--- src/rtl/sprite_obj_stager_pkg.sv ---
// sprite_obj_stager_pkg
// Shared constants and helpers for the sprite object stager: register
// addresses, CTRL/STATUS bit positions, object geometry and the host
// access-size encoding.
package sprite_obj_stager_pkg;

  localparam int ADDR_W          = 6;
  localparam int DATA_W          = 32;
  localparam int OBJ_BYTES       = 4;
  localparam int NUM_SPRITES_DEF = 4;

  localparam logic [ADDR_W-1:0] ADDR_CTRL      = 6'h20;
  localparam logic [ADDR_W-1:0] ADDR_STATUS    = 6'h21;
  localparam logic [ADDR_W-1:0] ADDR_FRAME_CNT = 6'h22;

  localparam int CTRL_COMMIT_BIT     = 0;
  localparam int CTRL_IRQ_EN_BIT     = 1;
  localparam int STATUS_IRQ_PEND_BIT = 0;

  // Active-low access size strobes: 11 idle, 00 byte, 01 half, 10 word.
  typedef enum logic [1:0] {
    ACC_BYTE = 2'b00,
    ACC_HALF = 2'b01,
    ACC_WORD = 2'b10,
    ACC_NONE = 2'b11
  } acc_e;

  // Byte lanes touched by an access. Misaligned half/word accesses
  // produce an empty mask so they are dropped as a whole.
  function automatic logic [3:0] lane_mask(input logic [1:0] acc,
                                           input logic [ADDR_W-1:0] addr);
    case (acc)
      ACC_BYTE: lane_mask = 4'b0001;
      ACC_HALF: lane_mask = addr[0] ? 4'b0000 : 4'b0011;
      ACC_WORD: lane_mask = (addr[1:0] != 2'b00) ? 4'b0000 : 4'b1111;
      default:  lane_mask = 4'b0000;
    endcase
  endfunction

endpackage

--- src/rtl/sprite_obj_stager_if.sv ---
// sprite_obj_stager_if
// Host bus of the stager.
//   address      byte address within the peripheral window
//   data_in      write data, little-endian lanes
//   data_write_n write size strobe (acc_e encoding)
//   data_read_n  read size strobe (acc_e encoding)
//   data_out     read data
//   data_ready   acknowledge
interface sprite_obj_stager_if;
  import sprite_obj_stager_pkg::*;

  logic [ADDR_W-1:0] address;
  logic [DATA_W-1:0] data_in;
  logic [1:0]        data_write_n;
  logic [1:0]        data_read_n;
  logic [DATA_W-1:0] data_out;
  logic              data_ready;

  modport master (
    output address, data_in, data_write_n, data_read_n,
    input  data_out, data_ready
  );

  modport slave (
    input  address, data_in, data_write_n, data_read_n,
    output data_out, data_ready
  );
endinterface

--- src/rtl/sprite_obj_stager_vsync_edge_det.sv ---
// vsync_edge_det
// Registers vsync once and produces a rising-edge pulse (vsync & ~vsync_q).
// The pulse is only armed after vsync has been seen low since reset, so a
// reset released while vsync is high does not fake an edge.
//   clk, reset  clock, async active-high reset
//   vsync       raw vsync level
//   vsync_rise  high in the cycle vsync first reads 1 after reading 0
module vsync_edge_det (
  input  logic clk,
  input  logic reset,
  input  logic vsync,
  output logic vsync_rise
);

  logic vsync_q, vsync_d;
  logic armed_q, armed_d;

  always_comb begin
    vsync_d = vsync;
    armed_d = armed_q | ~vsync;
  end

  always_ff @(posedge clk or posedge reset) begin
    if (reset) begin
      vsync_q <= 1'b0;
      armed_q <= 1'b0;
    end else begin
      vsync_q <= vsync_d;
      armed_q <= armed_d;
    end
  end

  assign vsync_rise = vsync & ~vsync_q & armed_q;

endmodule

--- src/rtl/sprite_obj_stager.sv ---
// sprite_obj_stager
// Double-buffered sprite attribute store. The host fills a staging bank
// over the bus and requests a commit; on the next vsync rising edge the
// staging bank is copied into the active bank read by the renderer. Each
// edge also bumps FRAME_CNT and, when enabled, raises a vblank interrupt.
//   clk, reset      clock, async active-high reset
//   bus             host register bus (slave side)
//   vsync           video timing vsync
//   spr_sel         renderer sprite index
//   spr_attr        {size, bitmap_offset, y, x} of the selected active sprite
//   user_interrupt  vblank interrupt request (IRQ_PEND)
module sprite_obj_stager
  import sprite_obj_stager_pkg::*;
#(
  parameter int NUM_SPRITES = NUM_SPRITES_DEF
) (
  input  logic                      clk,
  input  logic                      reset,
  sprite_obj_stager_if.slave        bus,
  input  logic                      vsync,
  input  logic [1:0]                spr_sel,
  output logic [DATA_W-1:0]         spr_attr,
  output logic                      user_interrupt
);

  localparam int NUM_BYTES = NUM_SPRITES * OBJ_BYTES;

  logic [7:0]        staging_q [NUM_BYTES];
  logic [7:0]        staging_d [NUM_BYTES];
  logic [7:0]        active_q  [NUM_BYTES];
  logic [7:0]        active_d  [NUM_BYTES];
  logic [1:0]        ctrl_q, ctrl_d;
  logic              irq_pend_q, irq_pend_d;
  logic [7:0]        frame_cnt_q, frame_cnt_d;

  logic              vsync_rise;
  logic [3:0]        wr_lanes, rd_lanes;
  logic [ADDR_W-1:0] lane_addr [4];

  vsync_edge_det u_vsync_edge_det (
    .clk        (clk),
    .reset      (reset),
    .vsync      (vsync),
    .vsync_rise (vsync_rise)
  );

  always_comb begin
    wr_lanes = lane_mask(bus.data_write_n, bus.address);
    rd_lanes = lane_mask(bus.data_read_n, bus.address);
    for (int k = 0; k < 4; k++) begin
      lane_addr[k] = bus.address + ADDR_W'(k);
    end
  end

  function automatic logic [7:0] reg_byte(input logic [ADDR_W-1:0] a);
    logic [7:0] b;
    b = 8'h00;
    for (int i = 0; i < NUM_BYTES; i++) begin
      if (a == ADDR_W'(i)) b = staging_q[i];
    end
    if (a == ADDR_CTRL)      b = {6'b0, ctrl_q};
    if (a == ADDR_STATUS)    b = {7'b0, irq_pend_q};
    if (a == ADDR_FRAME_CNT) b = frame_cnt_q;
    return b;
  endfunction

  // Edge actions use the pre-write register values; the host write is then
  // layered on top so the host's value is what survives the cycle.
  always_comb begin
    staging_d   = staging_q;
    active_d    = active_q;
    ctrl_d      = ctrl_q;
    irq_pend_d  = irq_pend_q;
    frame_cnt_d = frame_cnt_q;

    if (vsync_rise) begin
      if (ctrl_q[CTRL_COMMIT_BIT]) begin
        active_d                = staging_q;
        ctrl_d[CTRL_COMMIT_BIT] = 1'b0;
      end
      frame_cnt_d = frame_cnt_q + 8'd1;
    end

    for (int k = 0; k < 4; k++) begin
      if (wr_lanes[k]) begin
        for (int i = 0; i < NUM_BYTES; i++) begin
          if (lane_addr[k] == ADDR_W'(i)) staging_d[i] = bus.data_in[8*k +: 8];
        end
        if (lane_addr[k] == ADDR_CTRL) ctrl_d = bus.data_in[8*k +: 2];
        if (lane_addr[k] == ADDR_STATUS && bus.data_in[8*k + STATUS_IRQ_PEND_BIT])
          irq_pend_d = 1'b0;
      end
    end

    // A vblank set outranks a simultaneous W1C clear.
    if (vsync_rise && ctrl_q[CTRL_IRQ_EN_BIT]) irq_pend_d = 1'b1;
  end

  always_comb begin
    bus.data_out = '0;
    for (int k = 0; k < 4; k++) begin
      if (rd_lanes[k]) bus.data_out[8*k +: 8] = reg_byte(lane_addr[k]);
    end
  end

  always_comb begin
    spr_attr = '0;
    for (int s = 0; s < NUM_SPRITES; s++) begin
      if (spr_sel == 2'(s))
        spr_attr = {active_q[4*s+3], active_q[4*s+2], active_q[4*s+1], active_q[4*s]};
    end
  end

  assign bus.data_ready  = 1'b1;
  assign user_interrupt  = irq_pend_q;

  always_ff @(posedge clk or posedge reset) begin
    if (reset) begin
      for (int i = 0; i < NUM_BYTES; i++) begin
        staging_q[i] <= 8'h00;
        active_q[i]  <= 8'h00;
      end
      ctrl_q      <= 2'b00;
      irq_pend_q  <= 1'b0;
      frame_cnt_q <= 8'h00;
    end else begin
      staging_q   <= staging_d;
      active_q    <= active_d;
      ctrl_q      <= ctrl_d;
      irq_pend_q  <= irq_pend_d;
      frame_cnt_q <= frame_cnt_d;
    end
  end

endmodule

--- src/flat_wrapper.sv ---
// flat-port wrapper written by rule: the top's interface ports become plain ports
module sprite_obj_stager_flat import sprite_obj_stager_pkg::*;
#(
  parameter int NUM_SPRITES = NUM_SPRITES_DEF
)
  (clk, reset, vsync, spr_sel, spr_attr, user_interrupt, bus_address, bus_data_in, bus_data_write_n, bus_data_read_n, bus_data_out, bus_data_ready);
  sprite_obj_stager_if bus_i ();
  input  logic clk;
  input  logic reset;
  input  logic vsync;
  input  logic [1:0] spr_sel;
  output logic [DATA_W-1:0] spr_attr;
  output logic user_interrupt;
  input wire logic [$bits(bus_i.address)-1:0] bus_address;
  input wire logic [$bits(bus_i.data_in)-1:0] bus_data_in;
  input wire logic [$bits(bus_i.data_write_n)-1:0] bus_data_write_n;
  input wire logic [$bits(bus_i.data_read_n)-1:0] bus_data_read_n;
  output wire logic [$bits(bus_i.data_out)-1:0] bus_data_out;
  output wire logic [$bits(bus_i.data_ready)-1:0] bus_data_ready;
  assign bus_i.address = bus_address;
  assign bus_i.data_in = bus_data_in;
  assign bus_i.data_write_n = bus_data_write_n;
  assign bus_i.data_read_n = bus_data_read_n;
  assign bus_data_out = bus_i.data_out;
  assign bus_data_ready = bus_i.data_ready;
  sprite_obj_stager #(.NUM_SPRITES(NUM_SPRITES)) u_core (.clk(clk), .reset(reset), .bus(bus_i), .vsync(vsync), .spr_sel(spr_sel), .spr_attr(spr_attr), .user_interrupt(user_interrupt));
endmodule
--- config.mk ---
export PLATFORM = sky130hd
export DESIGN_NAME = sprite_obj_stager_flat
export DESIGN_NICKNAME = d
export VERILOG_FILES = /design/src/rtl/sprite_obj_stager_pkg.sv /design/src/rtl/sprite_obj_stager_if.sv /design/src/rtl/sprite_obj_stager_vsync_edge_det.sv /design/src/rtl/sprite_obj_stager.sv /design/src/flat_wrapper.sv
export SDC_FILE = /design/constraint.sdc
export NUM_CORES = 1
export LEC_CHECK = 0
export CAP_MARGIN = 10
export CORE_ASPECT_RATIO = 0.7
export CORE_MARGIN = 2
export CORE_UTILIZATION = 27
export DETAILED_ROUTE_END_ITERATION = 8
export SETUP_SLACK_MARGIN = 0.1
export SYNTH_ARGS = -nofsm -noshare
export SYNTH_HDL_FRONTEND = slang
export SYNTH_SLANG_ARGS = --single-unit
--- constraint.sdc ---
create_clock -name clk -period 16.04 [get_ports clk]
set_clock_uncertainty 0.05 [all_clocks]
set_input_delay 4.812 -clock clk [delete_from_list [all_inputs] [get_ports clk]]
set_output_delay 4.812 -clock clk [all_outputs]
set_load 0.01 [all_outputs]
==> results of run 1 <==
## worst paths after layout
kind	from	endpoint	slack [ps]	cells past startpoint
worst max-delay path	bus_address[1]	bus_data_out[14]	1890	10
worst min-delay path	u_core.active_q[70]	u_core.active_q[70]	430	2
worst max register to register	u_core.u_vsync_edge_det.armed_q	u_core.active_q[56]	13050	5
worst min register to register	u_core.active_q[70]	u_core.active_q[70]	430	2
max in group asynchronous	reset	u_core.active_q[70]	9580	3
min in group asynchronous	reset	u_core.active_q[17]	4740	2
## worst register-to-register path: cells and delay by family (launching register included)
kind | cells | cell delay (ps)
flops | 1 | 350
mux | 1 | 540
simple gates | 3 | 1340
buf+inv | 1 | 610
## cells in the final DEF, fill, tap and decap left out, types with 30 or more instances in the layout
master / netlist / routed
nand2_1: 200 / 199
o21ai_0: 145 / 145
buf_4: 13 / 46
mux2_2: 160 / 160
mux4_2: 38 / 38
a21oi_1: 99 / 99
a211oi_1: 33 / 33
dfrtp_1: 269 / 269
mux2i_1: 116 / 116
nor2_1: 125 / 124
o22ai_1: 30 / 30
clkdlybuf4s50_1: 0 / 106
nand3_1: 50 / 50
## per-stage QoR
stage	instances	setup WS, ps
global route	2772	1840
CTS	2772	2130
global placement	2719	2120
floorplan	1829	3640
detailed placement	2719	2160
finish	2773	1890
## sequential cells by signal, indices dropped and copies added, names as in the netlist
| register | flops |
|---|---|
| u_core.active_q | 128 |
| u_core.ctrl_q | 2 |
| u_core.frame_cnt_q | 8 |
| u_core.staging_q | 128 |
| u_core.u_vsync_edge_det.armed_q | 1 |
| u_core.u_vsync_edge_det.vsync_q | 1 |
| u_core.user_interrupt | 1 |
## cell usage after synthesis (10+ instances only)
| cell type | number | area, µm² |
|---|---|---|
| or3_1 | 10 | 62.6 |
| a31oi_1 | 20 | 125 |
| buf_1 | 13 | 48.8 |
| dfrtp_1 | 269 | 6730 |
| mux4_2 | 38 | 856 |
| clkbuf_1 | 71 | 267 |
| o221ai_1 | 14 | 123 |
| buf_2 | 49 | 245 |
| nand2_1 | 200 | 751 |
| buf_4 | 13 | 97.6 |
| o211ai_1 | 19 | 143 |
| nor3_1 | 26 | 130 |
| a21oi_1 | 99 | 495 |
| o21ai_0 | 145 | 726 |
| a22oi_1 | 22 | 165 |
| a222oi_1 | 10 | 100 |
| nand4_1 | 15 | 93.8 |
| nor2_1 | 125 | 469 |
| a21o_1 | 26 | 195 |
| a221oi_1 | 25 | 219 |
| a211oi_1 | 33 | 248 |
| o22ai_1 | 30 | 188 |
| and2_1 | 10 | 62.6 |
| mux2i_1 | 116 | 1160 |
| mux2_2 | 160 | 1800 |
| nand3_1 | 50 | 250 |
| inv_1 | 12 | 45.0 |
| and3_1 | 13 | 81.3 |
## power by group through the flow
| stage | combinational (mW) | clock (mW) | sequential [mW] |
|---|---|---|---|
| floorplan | 0.254 | 0 | 0.861 |
| finish | 0.408 | 0.682 | 1.11 |
| detailed placement | 0.393 | 0 | 1.08 |
| CTS | 0.395 | 0.697 | 1.07 |
| global placement | 0.387 | 0 | 1.08 |
| global route | 0.430 | 0.722 | 1.09 |
## layout make-up
cell class / count / area [µm²]
Fill cell: 6758 / 44200
Inverter: 15 / 63.8
Tap cell: 880 / 1100
Sequential cell: 269 / 6730
Clock buffer: 37 / 816
Timing Repair Buffer: 157 / 1430
Multi-Input combinational cell: 1398 / 10100
Clock inverter: 16 / 140
Antenna cell: 1 / 2.50
## kinds of logic (layout without fill, tap and decap cells)
logic type / Yosys count / in the layout / synth area share (%)
and+or+nand+nor: 512 / 512 / 13.6
buffers and inverters: 162 / 225 / 4.09
xor gates and xnor gates: 18 / 18 / 0.983
muxes: 314 / 314 / 21.7
DFF: 269 / 269 / 38.3
other: 1 / 2 / 0.0213
adders and majority gates: 3 / 3 / 0.214
AOI/OAI and AO/OA: 550 / 550 / 21.1
## metal layers
metal	up-vias	global-route usage, %	wire (µm)
li1	7006	-	-
met1	9045	42.3	43300
met5	-	0	92
met4	12	8.83	4000
met2	1303	38.7	38400
met3	260	12.9	15200
==> impl_metrics.ini, run 1 <==
[final_layout]
postLayoutCellArea_mm2 = 0.0204
area_growth_syn_to_layout_pct = 16.3
drive_gt1_share_pct = 18.0
nets = 1920
fin_util_pct = 31.6

[global_routing]
antenna_found_initial = 7
grt_use_total_pct = 29.4
grt_max_degree = 121
grt_pass1_vias = 16455
grt_pass1_wl_um = 138000
grt_overflow = 0

[place]
portBuffers = 111
gp_congestion = 1.08
dpl_cell_area_mm2 = 0.0195
dp_hpwl_um = 74000

[critical_path]
cp.arrival_ps = 9290
critPathBufInv = 2
cpLargestDelayFamily = simple AND/OR/NAND/NOR gates
worst-path-max-fanout = 26
cpPeakStageDelay_ps = 1080
startpoint_type = input port
end_kind = primary output
cpMostUsedCell = nor2_1
crit_chain = buf_2 > ha_1 > xor2_1 > a2bb2oi_2 > nor2_1 > a22oi_1 > a211oi_1 > nor4_1 > nor2_1 > clkdlybuf4s50_1
critPathKind = in2out
crit_required_ps = 11180
slowest_stage = nor2_1

[yosys]
ys.flop_type = dfrtp_1
synth_cell_types = 94
syn_avg_cell_area_um2 = 9.61
ys_seq_area_share_pct = 38.3
yosys_register_bits = 269
synth_edf_count = 0
synth_nets = 1879
syn_inst = 1829
synthArstFlopShare_pct = 100
ys_warn_count = 0
syn_area_mm2 = 0.0176

[clocking]
cts_made_buffers = 29
ctsHoldBuffers = 0
clkSlewWorstSetupHoldPaths_ps = 50
post_cts_buffers = 0
cts_buffer_depth = 3
cts_tree = yes
cts-root-buf = clkbuf_16
worstSkewPairLatency_ps = 600
clock_sinks = 269
htreeDepth = 1
ctsResizeCount = 0

[timing]
slew_violations = 0
rsz0062_at_grt = no
period_share_pct = 88.2
finalSetupViolations = 0
post-route-min-period_ps = 14150
hold_viol_final = 0
worst-slew-pin-transition_ps = 1390
tns_ps = 0
max_slew_margin_pct = 6.83
hold_slack_ps = 431
fmax_ghz = 0.0707

[route]
detail-route-antenna-nets = 0
drtIter0Drc = 2944
drc_errors = 0
dr.pass1.iters = 6
routed_wl_um = 101000
routed_via_density = 6.36
avgRoutedWirePerCell_um = 36.4
vias = 17626

[die]
ios = 113
die_h_um = 217
die_area_mm2 = 0.0672
die_x_um = 309
rows = 78
initial_utilization_pct = 27.2
coreArea_mm2 = 0.0646

[power_and_ir_drop]
internal_power_mw = 1.31
switching_share_pct = 40.8
power_switching_mw = 0.899
vdd_ir_drop_max_v = 0.0000927
p_comb_share_pct = 18.5
p_clk_share_pct = 31.0
pwr-share-seq_pct = 50.5
p_per_area_mw_per_mm2 = 108
p_leak_nw = 8.60
fin_total_pwr_mw = 2.20

[job]
maxCapViolations = 0

[run_status]
outcome = complete, no violations

[hold_path]
hold_class = reg2reg
(Power assumes the default switching activity.)
==> run 2, diff against run 1 <==
==> constraint.sdc (replaced) <==
create_clock -name clk -period 12.45 [get_ports clk]
set_clock_uncertainty 0.05 [all_clocks]
set_input_delay 3.735 -clock clk [delete_from_list [all_inputs] [get_ports clk]]
set_output_delay 3.735 -clock clk [all_outputs]
set_load 0.01 [all_outputs]
==> run 2 against run 1 <==
Worst hold slack worse by 16 ps. Critical path depth stayed put. Final cell count is 1.6% higher. Sequential cell count stayed put. Power is 35% higher. Utilization is 0.64 points higher. Largest cell class unchanged. Design area is 2.0% higher. Die area stayed put.
==> impl_metrics.ini, run 2 (synthesized netlist as in run 1, its figures left out) <==
[route]
routed_via_density = 6.34
dr.pass1.iters = 8
drc_errors = 0
routed_wl_um = 108000
detail-route-antenna-nets = 0
drtIter0Drc = 2862
avgRoutedWirePerCell_um = 38.3
vias = 17855

[clocking]
cts_tree = yes
cts_made_buffers = 29
post_cts_buffers = 0
cts-root-buf = clkbuf_16
htreeDepth = 1
ctsHoldBuffers = 0
worstSkewPairLatency_ps = 610
cts_buffer_depth = 3
clock_sinks = 269
ctsResizeCount = 0
clkSlewWorstSetupHoldPaths_ps = 60

[hold_path]
hold_class = reg2reg
hold_depth = 1

[timing]
rsz0062_at_grt = no
max_slew_margin_pct = 14.2
tns_ps = 0
finalSetupViolations = 0
post-route-min-period_ps = 11990
slew_violations = 0
period_share_pct = 96.3
fmax_ghz = 0.0834
hold_viol_final = 0
worst-slew-pin-transition_ps = 1250

[global_routing]
grt_pass1_wl_um = 146000
grt_use_total_pct = 31.6
grt_pass1_vias = 17107
grt_overflow = 0
grt_max_degree = 161
antenna_found_initial = 10

[power_and_ir_drop]
p_per_area_mw_per_mm2 = 142
power_switching_mw = 1.22
p_clk_share_pct = 32.3
p_leak_nw = 8.84
p_comb_share_pct = 18.5
vdd_ir_drop_max_v = 0.0000989
switching_share_pct = 40.9
pwr-share-seq_pct = 49.2
internal_power_mw = 1.75

[die]
ios = 113
initial_utilization_pct = 27.2
die_x_um = 309
die_area_mm2 = 0.0672
rows = 78
die_h_um = 217
coreArea_mm2 = 0.0646

[critical_path]
startpoint_type = input port
cp.arrival_ps = 8200
crit_required_ps = 8660
worst-path-max-fanout = 18
end_kind = primary output
r2r_cells = 6
critPathKind = in2out

[final_layout]
layout_common_cells = dfrtp_1 (269), nand2_1 (199), mux2_2 (160), o21ai_0 (145), nor2_1 (125)
nets = 1961
layout.area.seq_mm2 = 0.00673
nFillCells = 6722
multi_input_area_mm2 = 0.0101
fin_util_pct = 32.3
postLayoutCellArea_mm2 = 0.0208
drive_gt1_share_pct = 19.7
mostFrequentLayoutCell = dfrtp_1
area_growth_syn_to_layout_pct = 18.6
reg_top3 = u_core.active_q x128, u_core.staging_q x128, u_core.frame_cnt_q x8

[place]
gp_congestion = 1.07
dp_hpwl_um = 81400
dpl_cell_area_mm2 = 0.0198
portBuffers = 111

[job]
maxCapViolations = 0

[run_status]
outcome = complete, no violations
run 2: changes by cell type in the layout (fill, tap and decap cells not counted), moves of 2 or more:
cell,before,now
clkinv_2,9,6
diode_2,1,5
buf_4,46,85
buf_12,0,2
bufinv_16,1,4
run 2: final cells by class:
class	instances	share of cell area [%]
well taps	880	5.28
repair buffers	198	8.46
clock inverters	16	1.04
clock buffers	37	3.91
multi-input cells	1398	48.6
diodes	5	0.0600
flip-flops and latches	269	32.3
inverters	15	0.306
run 2: per-stage QoR:
step	power, mW	hold WS (ps)	instances	setup slack [ps]
2_1_floorplan	1.44	385	1829	1250
3_3_place_gp	1.95	403	2759	738
3_5_place_dp	1.95	402	2759	833
4_1_cts	2.91	418	2812	826
5_1_grt	3.01	457	2813	596
6_report	2.97	415	2818	462
run 2: per-layer routing:
layer	part of all wire [%]	track usage [%]
met3	14	12.7
met2	38	41.8
met4	4.7	12.0
met1	43	45.4
met5	0.041	0
run 2: power by group through the flow:
| stage | Clock, mW | Sequential [mW] | Combinational [mW] |
|---|---|---|---|
| after floorplan | 0 | 1.11 | 0.327 |
| after global placement | 0 | 1.43 | 0.523 |
| after detailed placement | 0 | 1.42 | 0.529 |
| after CTS | 0.974 | 1.41 | 0.532 |
| after global routing | 1.01 | 1.43 | 0.579 |
| final | 0.958 | 1.46 | 0.548 |
run 2: worst paths after layout:
kind	start	end	slack, ps
setup / recovery	bus_address[3]	bus_data_out[14]	460
hold / removal	u_core.u_vsync_edge_det.armed_q	u_core.u_vsync_edge_det.armed_q	420
setup reg to reg	u_core.u_vsync_edge_det.armed_q	u_core.active_q[24]	9630
hold reg to reg	u_core.u_vsync_edge_det.armed_q	u_core.u_vsync_edge_det.armed_q	420
max in group asynchronous	reset	u_core.active_q[102]	7290
min in group asynchronous	reset	u_core.active_q[49]	3640
run 2: worst max-delay path: stages:
cell and delay (ps):
clkdlybuf4s50_1 1140, and2_1 640, nand2_1 310, and2_0 250
buf_4 180, a2111oi_0 1050, o41ai_1 180, o211ai_1 130
nor2_1 90, clkdlybuf4s50_1 490
